## src/rtl/mem_arbiter.sv

```systemverilog
// mem_arbiter
//   Shares the single-port 1R/1W Mem_top memory between instruction fetch (IF,
//   read-only) and load/store (LS, read/write). Round-robin arbitration, one
//   transaction in flight, read data captured a fixed MEM_LATENCY cycles after
//   the request is issued (Mem_top's sticky data_valid is ignored).
//
// Ports
//   clk, reset                 rising-edge clock, asynchronous active-low reset
//   if_req/if_addr             IF read request, held until if_gnt
//   if_gnt/if_rsp_valid        1-cycle pulses: accepted / read data valid
//   if_rdata                   IF read data, held until next IF response
//   ls_req/ls_we/ls_addr/ls_wdata  LS request, held until ls_gnt
//   ls_gnt/ls_rsp_valid        1-cycle pulses: accepted / read data valid or write done
//   ls_rdata                   LS read data, held until next LS read response
//   mem_req_valid/mem_we/mem_addr  request to Mem_top, valid only in ISSUE
//   mem_wdata/mem_wdata_oe     write data and drive enable for the Data tri-state
//   mem_rdata                  Mem_top Data bus, read side
//   busy                       high in any state other than IDLE
module mem_arbiter #(
  parameter int ADDR_WIDTH  = 32,
  parameter int DATA_WIDTH  = 32,
  parameter int MEM_LATENCY = 1
) (
  input  logic                  clk,
  input  logic                  reset,
  input  logic                  if_req,
  input  logic [ADDR_WIDTH-1:0] if_addr,
  output logic                  if_gnt,
  output logic                  if_rsp_valid,
  output logic [DATA_WIDTH-1:0] if_rdata,
  input  logic                  ls_req,
  input  logic                  ls_we,
  input  logic [ADDR_WIDTH-1:0] ls_addr,
  input  logic [DATA_WIDTH-1:0] ls_wdata,
  output logic                  ls_gnt,
  output logic                  ls_rsp_valid,
  output logic [DATA_WIDTH-1:0] ls_rdata,
  output logic                  mem_req_valid,
  output logic                  mem_we,
  output logic [ADDR_WIDTH-1:0] mem_addr,
  output logic [DATA_WIDTH-1:0] mem_wdata,
  output logic                  mem_wdata_oe,
  input  logic [DATA_WIDTH-1:0] mem_rdata,
  output logic                  busy
);

  localparam int CNT_W = (MEM_LATENCY > 1) ? $clog2(MEM_LATENCY) : 1;

  typedef enum logic [1:0] {IDLE, ISSUE, WAIT, RESP} state_t;

  state_t                state, state_nxt;
  logic                  ptr_ls;      // 1: LS wins a tie, 0: IF wins a tie
  logic                  win_ls;      // owner of the transaction in flight
  logic                  lat_we;
  logic [ADDR_WIDTH-1:0] lat_addr;
  logic [DATA_WIDTH-1:0] lat_wdata;
  logic [CNT_W-1:0]      cnt;
  logic [DATA_WIDTH-1:0] if_rdata_q, ls_rdata_q;

  logic any_req, pick_ls, arb_win, capture;

  assign any_req = if_req | ls_req;
  assign pick_ls = ls_req & (~if_req | ptr_ls);
  // IDLE and RESP both arbitrate, which is what gives back-to-back issue.
  assign arb_win = ((state == IDLE) || (state == RESP)) && any_req;
  assign capture = (state == WAIT) && (cnt == '0) && !lat_we;

  // state register and control
  always_ff @(posedge clk or negedge reset) begin
    if (!reset) begin
      state      <= IDLE;
      ptr_ls     <= 1'b1;
      win_ls     <= 1'b0;
      lat_we     <= 1'b0;
      cnt        <= '0;
      if_rdata_q <= '0;
      ls_rdata_q <= '0;
    end else begin
      state <= state_nxt;
      if (arb_win) begin
        win_ls <= pick_ls;
        lat_we <= pick_ls & ls_we;
        ptr_ls <= ~pick_ls;
      end
      if (state == ISSUE)
        cnt <= CNT_W'(MEM_LATENCY - 1);
      else if ((state == WAIT) && (cnt != '0))
        cnt <= cnt - CNT_W'(1);
      if (capture) begin
        if (win_ls) ls_rdata_q <= mem_rdata;
        else        if_rdata_q <= mem_rdata;
      end
    end
  end

  // request address/data hold registers (only observed through ISSUE decode)
  always_ff @(posedge clk) begin
    if (arb_win) begin
      lat_addr  <= pick_ls ? ls_addr : if_addr;
      lat_wdata <= ls_wdata;
    end
  end

  // next-state logic
  always_comb begin
    state_nxt = state;
    case (state)
      IDLE:    if (any_req) state_nxt = ISSUE;
      ISSUE:   state_nxt = WAIT;
      WAIT:    if (cnt == '0) state_nxt = RESP;
      RESP:    state_nxt = any_req ? ISSUE : IDLE;
      default: state_nxt = IDLE;
    endcase
  end

  // outputs decoded from state
  always_comb begin
    if_gnt        = (state == ISSUE) && !win_ls;
    ls_gnt        = (state == ISSUE) &&  win_ls;
    if_rsp_valid  = (state == RESP)  && !win_ls;
    ls_rsp_valid  = (state == RESP)  &&  win_ls;
    mem_req_valid = (state == ISSUE);
    mem_we        = (state == ISSUE) && lat_we;
    mem_wdata_oe  = (state == ISSUE) && lat_we;
    mem_addr      = (state == ISSUE) ? lat_addr : '0;
    mem_wdata     = ((state == ISSUE) && lat_we) ? lat_wdata : '0;
    busy          = (state != IDLE);
  end

  assign if_rdata = if_rdata_q;
  assign ls_rdata = ls_rdata_q;

  // A pending request must stay raised until it is granted.
  a_if_hold: assert property (@(posedge clk) disable iff (!reset)
                              (if_req && !if_gnt) |=> if_req);
  a_ls_hold: assert property (@(posedge clk) disable iff (!reset)
                              (ls_req && !ls_gnt) |=> ls_req);

endmodule

```

## config.mk

```make
export PLATFORM = sky130hd
export DESIGN_NAME = mem_arbiter
export DESIGN_NICKNAME = d
export VERILOG_FILES = /design/src/rtl/mem_arbiter.sv
export SDC_FILE = /design/constraint.sdc
export NUM_CORES = 1
export LEC_CHECK = 0
export BUFFER_PORTS_ARGS = -buffer_cell sky130_fd_sc_hd__buf_2
export CORE_UTILIZATION = 32
export DETAILED_ROUTE_END_ITERATION = 12
export PLACE_DENSITY = 0.68
export SLEW_MARGIN = 20
export SYNTH_ARGS = -nofsm -noshare
export SYNTH_HDL_FRONTEND = slang
export SYNTH_SLANG_ARGS = --single-unit
```

## constraint.sdc

```tcl
create_clock -name clk -period 5.4 [get_ports clk]
set_input_delay 1.08 -clock clk [delete_from_list [all_inputs] [get_ports clk]]
set_output_delay 1.08 -clock clk [all_outputs]
set_load 0.005 [all_outputs]
```

==> impl_metrics.json <==
{
  "status": "completed",
  "area_growth_pct": 37.7,
  "cts_tree": "yes",
  "fillerInstances": 1548,
  "place_congestion": 0.759,
  "hold_viol": 0,
  "synth_cell_type_count": 27,
  "startpoint_type": "flop",
  "min_period_ps": 3270,
  "postCtsHoldBufs": 0,
  "synthArstFlopShare_pct": 52.2,
  "ys_dominant_reg_cell": "dfrtp_1",
  "wl_per_cell_microns": 15.5,
  "grt_use_total_pct": 15.1,
  "grt_pass1_vias": 3946,
  "leakage_nw": 3.67,
  "drt_pre_antenna_iters": 4,
  "worst_slew_pin_slew_ps": 952,
  "cp.required_ps": 4320,
  "pwr_density_cell_mw_per_mm2": 570,
  "critPathArrivalTime_ps": 2190,
  "yosysWarnings": 0,
  "root_buffer": "clkbuf_16",
  "synth_area_sq_mm": 0.00555,
  "syn_nets": 488,
  "core_area_sq_mm": 0.0168,
  "num_io_pins": 269,
  "grt_first_pass_wirelength_microns": 20200,
  "crit_slowest_cell": "ha_2",
  "cp_max_fo": 69,
  "slew_headroom_pct": 36.5,
  "nets": 758,
  "io_buffer_count": 268,
  "drt_wl_total_microns": 13200,
  "synth_area_per_cell_sq_um": 15.8,
  "rsz0062_at_grt": "false",
  "ir_drop_mv": 0.313,
  "drtIter0Drc": 93,
  "antenna_cells": 0,
  "period_share_pct": 60.5,
  "synth_edf_count": 64,
  "crit_type": "reg2out",
  "dpl.cell_count": 822,
  "instances_no_fill": 854,
  "dpl.hpwl_microns": 9590,
  "rows": 47,
  "min_path_type": "reg2reg",
  "p_total_mw": 4.36,
  "cts_sinks": 134,
  "crit_path_max_incr_delay_ps": 810,
  "die-width_microns": 134,
  "drive_above_1_share_pct": 63.4,
  "drtAntennaViolNets": 0,
  "dieHeight_microns": 134,
  "drc_errors": 0,
  "vias": 3826,
  "viasPerCell": 4.48,
  "slew_violations": 0,
  "path_clk_slew_ps": 60,
  "finClkSkew_ps": 5.93,
  "cp-end-kind": "output port",
  "synth_seq_cells": 134,
  "seq_area_frac_synth_pct": 66.2,
  "layout_common_cells": "buf_2, mux2_2, dfrtp_1",
  "post_cts_resized": 0,
  "start_util_pct": 33.1,
  "numCtsBuffers": 17,
  "synth_cells": 351,
  "holdWs_ps": 490,
  "place_area_sq_mm": 0.00707,
  "antenna_found_initial": 1,
  "grt_overflow": 0,
  "final_area_sq_mm": 0.00764,
  "clock_latency_ps": 410,
  "drv_cap": 0,
  "crit_chain": "inv_1 > ha_2 > and3_1 > buf_2",
  "setup_viol": 0,
  "ctsHtreeMaxLevel": 4,
  "post_cts_buffers": 0,
  "grt_max_degree": 71,
  "finalSetupTns_ps": 0,
  "final_common_cell": "buf_2",
  "ctsLongestPathBuffers": 2,
  "fmax_ghz": 0.306,
  "die_area_sq_mm": 0.0179
}
[cell families (layout without fill, tap and decap cells)]
group	after synthesis	after routing	share of synthesized area, %
fa+ha+maj	4	4	0.902
flops	134	134	66.2
mux	97	97	19.7
simple gates	79	79	9.18
buf+inv	27	310	2.93
compound gates	10	10	1.08
[final timing paths]
kind                       depth (start not counted)          from       endpoint  slack, ps
setup / recovery                                   4      state[1]  mem_wdata[30]       2130
hold / removal                                     1  if_rdata[31]   if_rdata[31]        490
setup reg to reg                                   4      state[0]   lat_wdata[0]       2870
hold reg to reg                                    1  if_rdata[31]   if_rdata[31]        490
max in group asynchronous                          2         reset       state[0]       3950
min in group asynchronous                          2         reset   if_rdata[22]        890
[stage by stage]
stage	utilization (%)	setup WS (ps)
after CTS	45.6	2040
final	45.6	2130
after detailed placement	42.2	2490
after global routing	45.6	1920
after global placement	42.2	2580
after floorplan	-	1080
[report_power, final]
part           internal [mW]  switching [mW]
Combinational          0.702           0.674
Clock                  0.647           0.462
Sequential              1.66           0.210
[critical path: cells and delay by family, from the launching register on]
kind,cells,cell delay [ps]
adder cells (fa/ha/maj),1,810
buffers and inverters,2,240
flip-flops,1,410
AND/OR/NAND/NOR,1,310
[cells in the mapped netlist (2+ instances only)]
cell type / instances / share of area, %
o21ai_0: 6 / 0.54
and2_1: 36 / 4.1
mux2_1: 3 / 0.61
clkbuf_1: 10 / 0.68
nor2_1: 2 / 0.14
mux2_2: 94 / 19
and3_1: 32 / 3.6
buf_2: 3 / 0.27
nor2b_1: 2 / 0.23
buf_6: 7 / 1.4
dfrtp_1: 69 / 31
nand2_1: 2 / 0.14
edfxtp_1: 64 / 35
ha_1: 4 / 0.90
inv_1: 5 / 0.34
[cell type report]
type | count | area [sq um] | area share [%]
Multi-Input combinational cell | 190 | 1720 | 22.5
Clock inverter | 14 | 141 | 1.85
Inverter | 5 | 18.8 | 0.246
Sequential cell | 134 | 3670 | 48.1
Timing Repair Buffer | 273 | 1380 | 18.0
Clock buffer | 18 | 429 | 5.62
Tap cell | 220 | 275 | 3.60
[state kept, by name (all words and copies together), names as in the netlist]
name,count
lat_we,1
state,2
ptr_ls,1
ls_rdata,32
if_rdata,32
win_ls,1
cnt,1
lat_addr,32
lat_wdata,32
[routing by layer]
layer	vias up	share of wire (%)	track usage [%]
met1	1834	39	16.1
met2	176	51	26.3
met5	-	0	0
met3	6	9.5	6.81
met4	0	0.85	4.99
li1	1810	-	-
No activity file was read; power rests on OpenSTA's default activity.
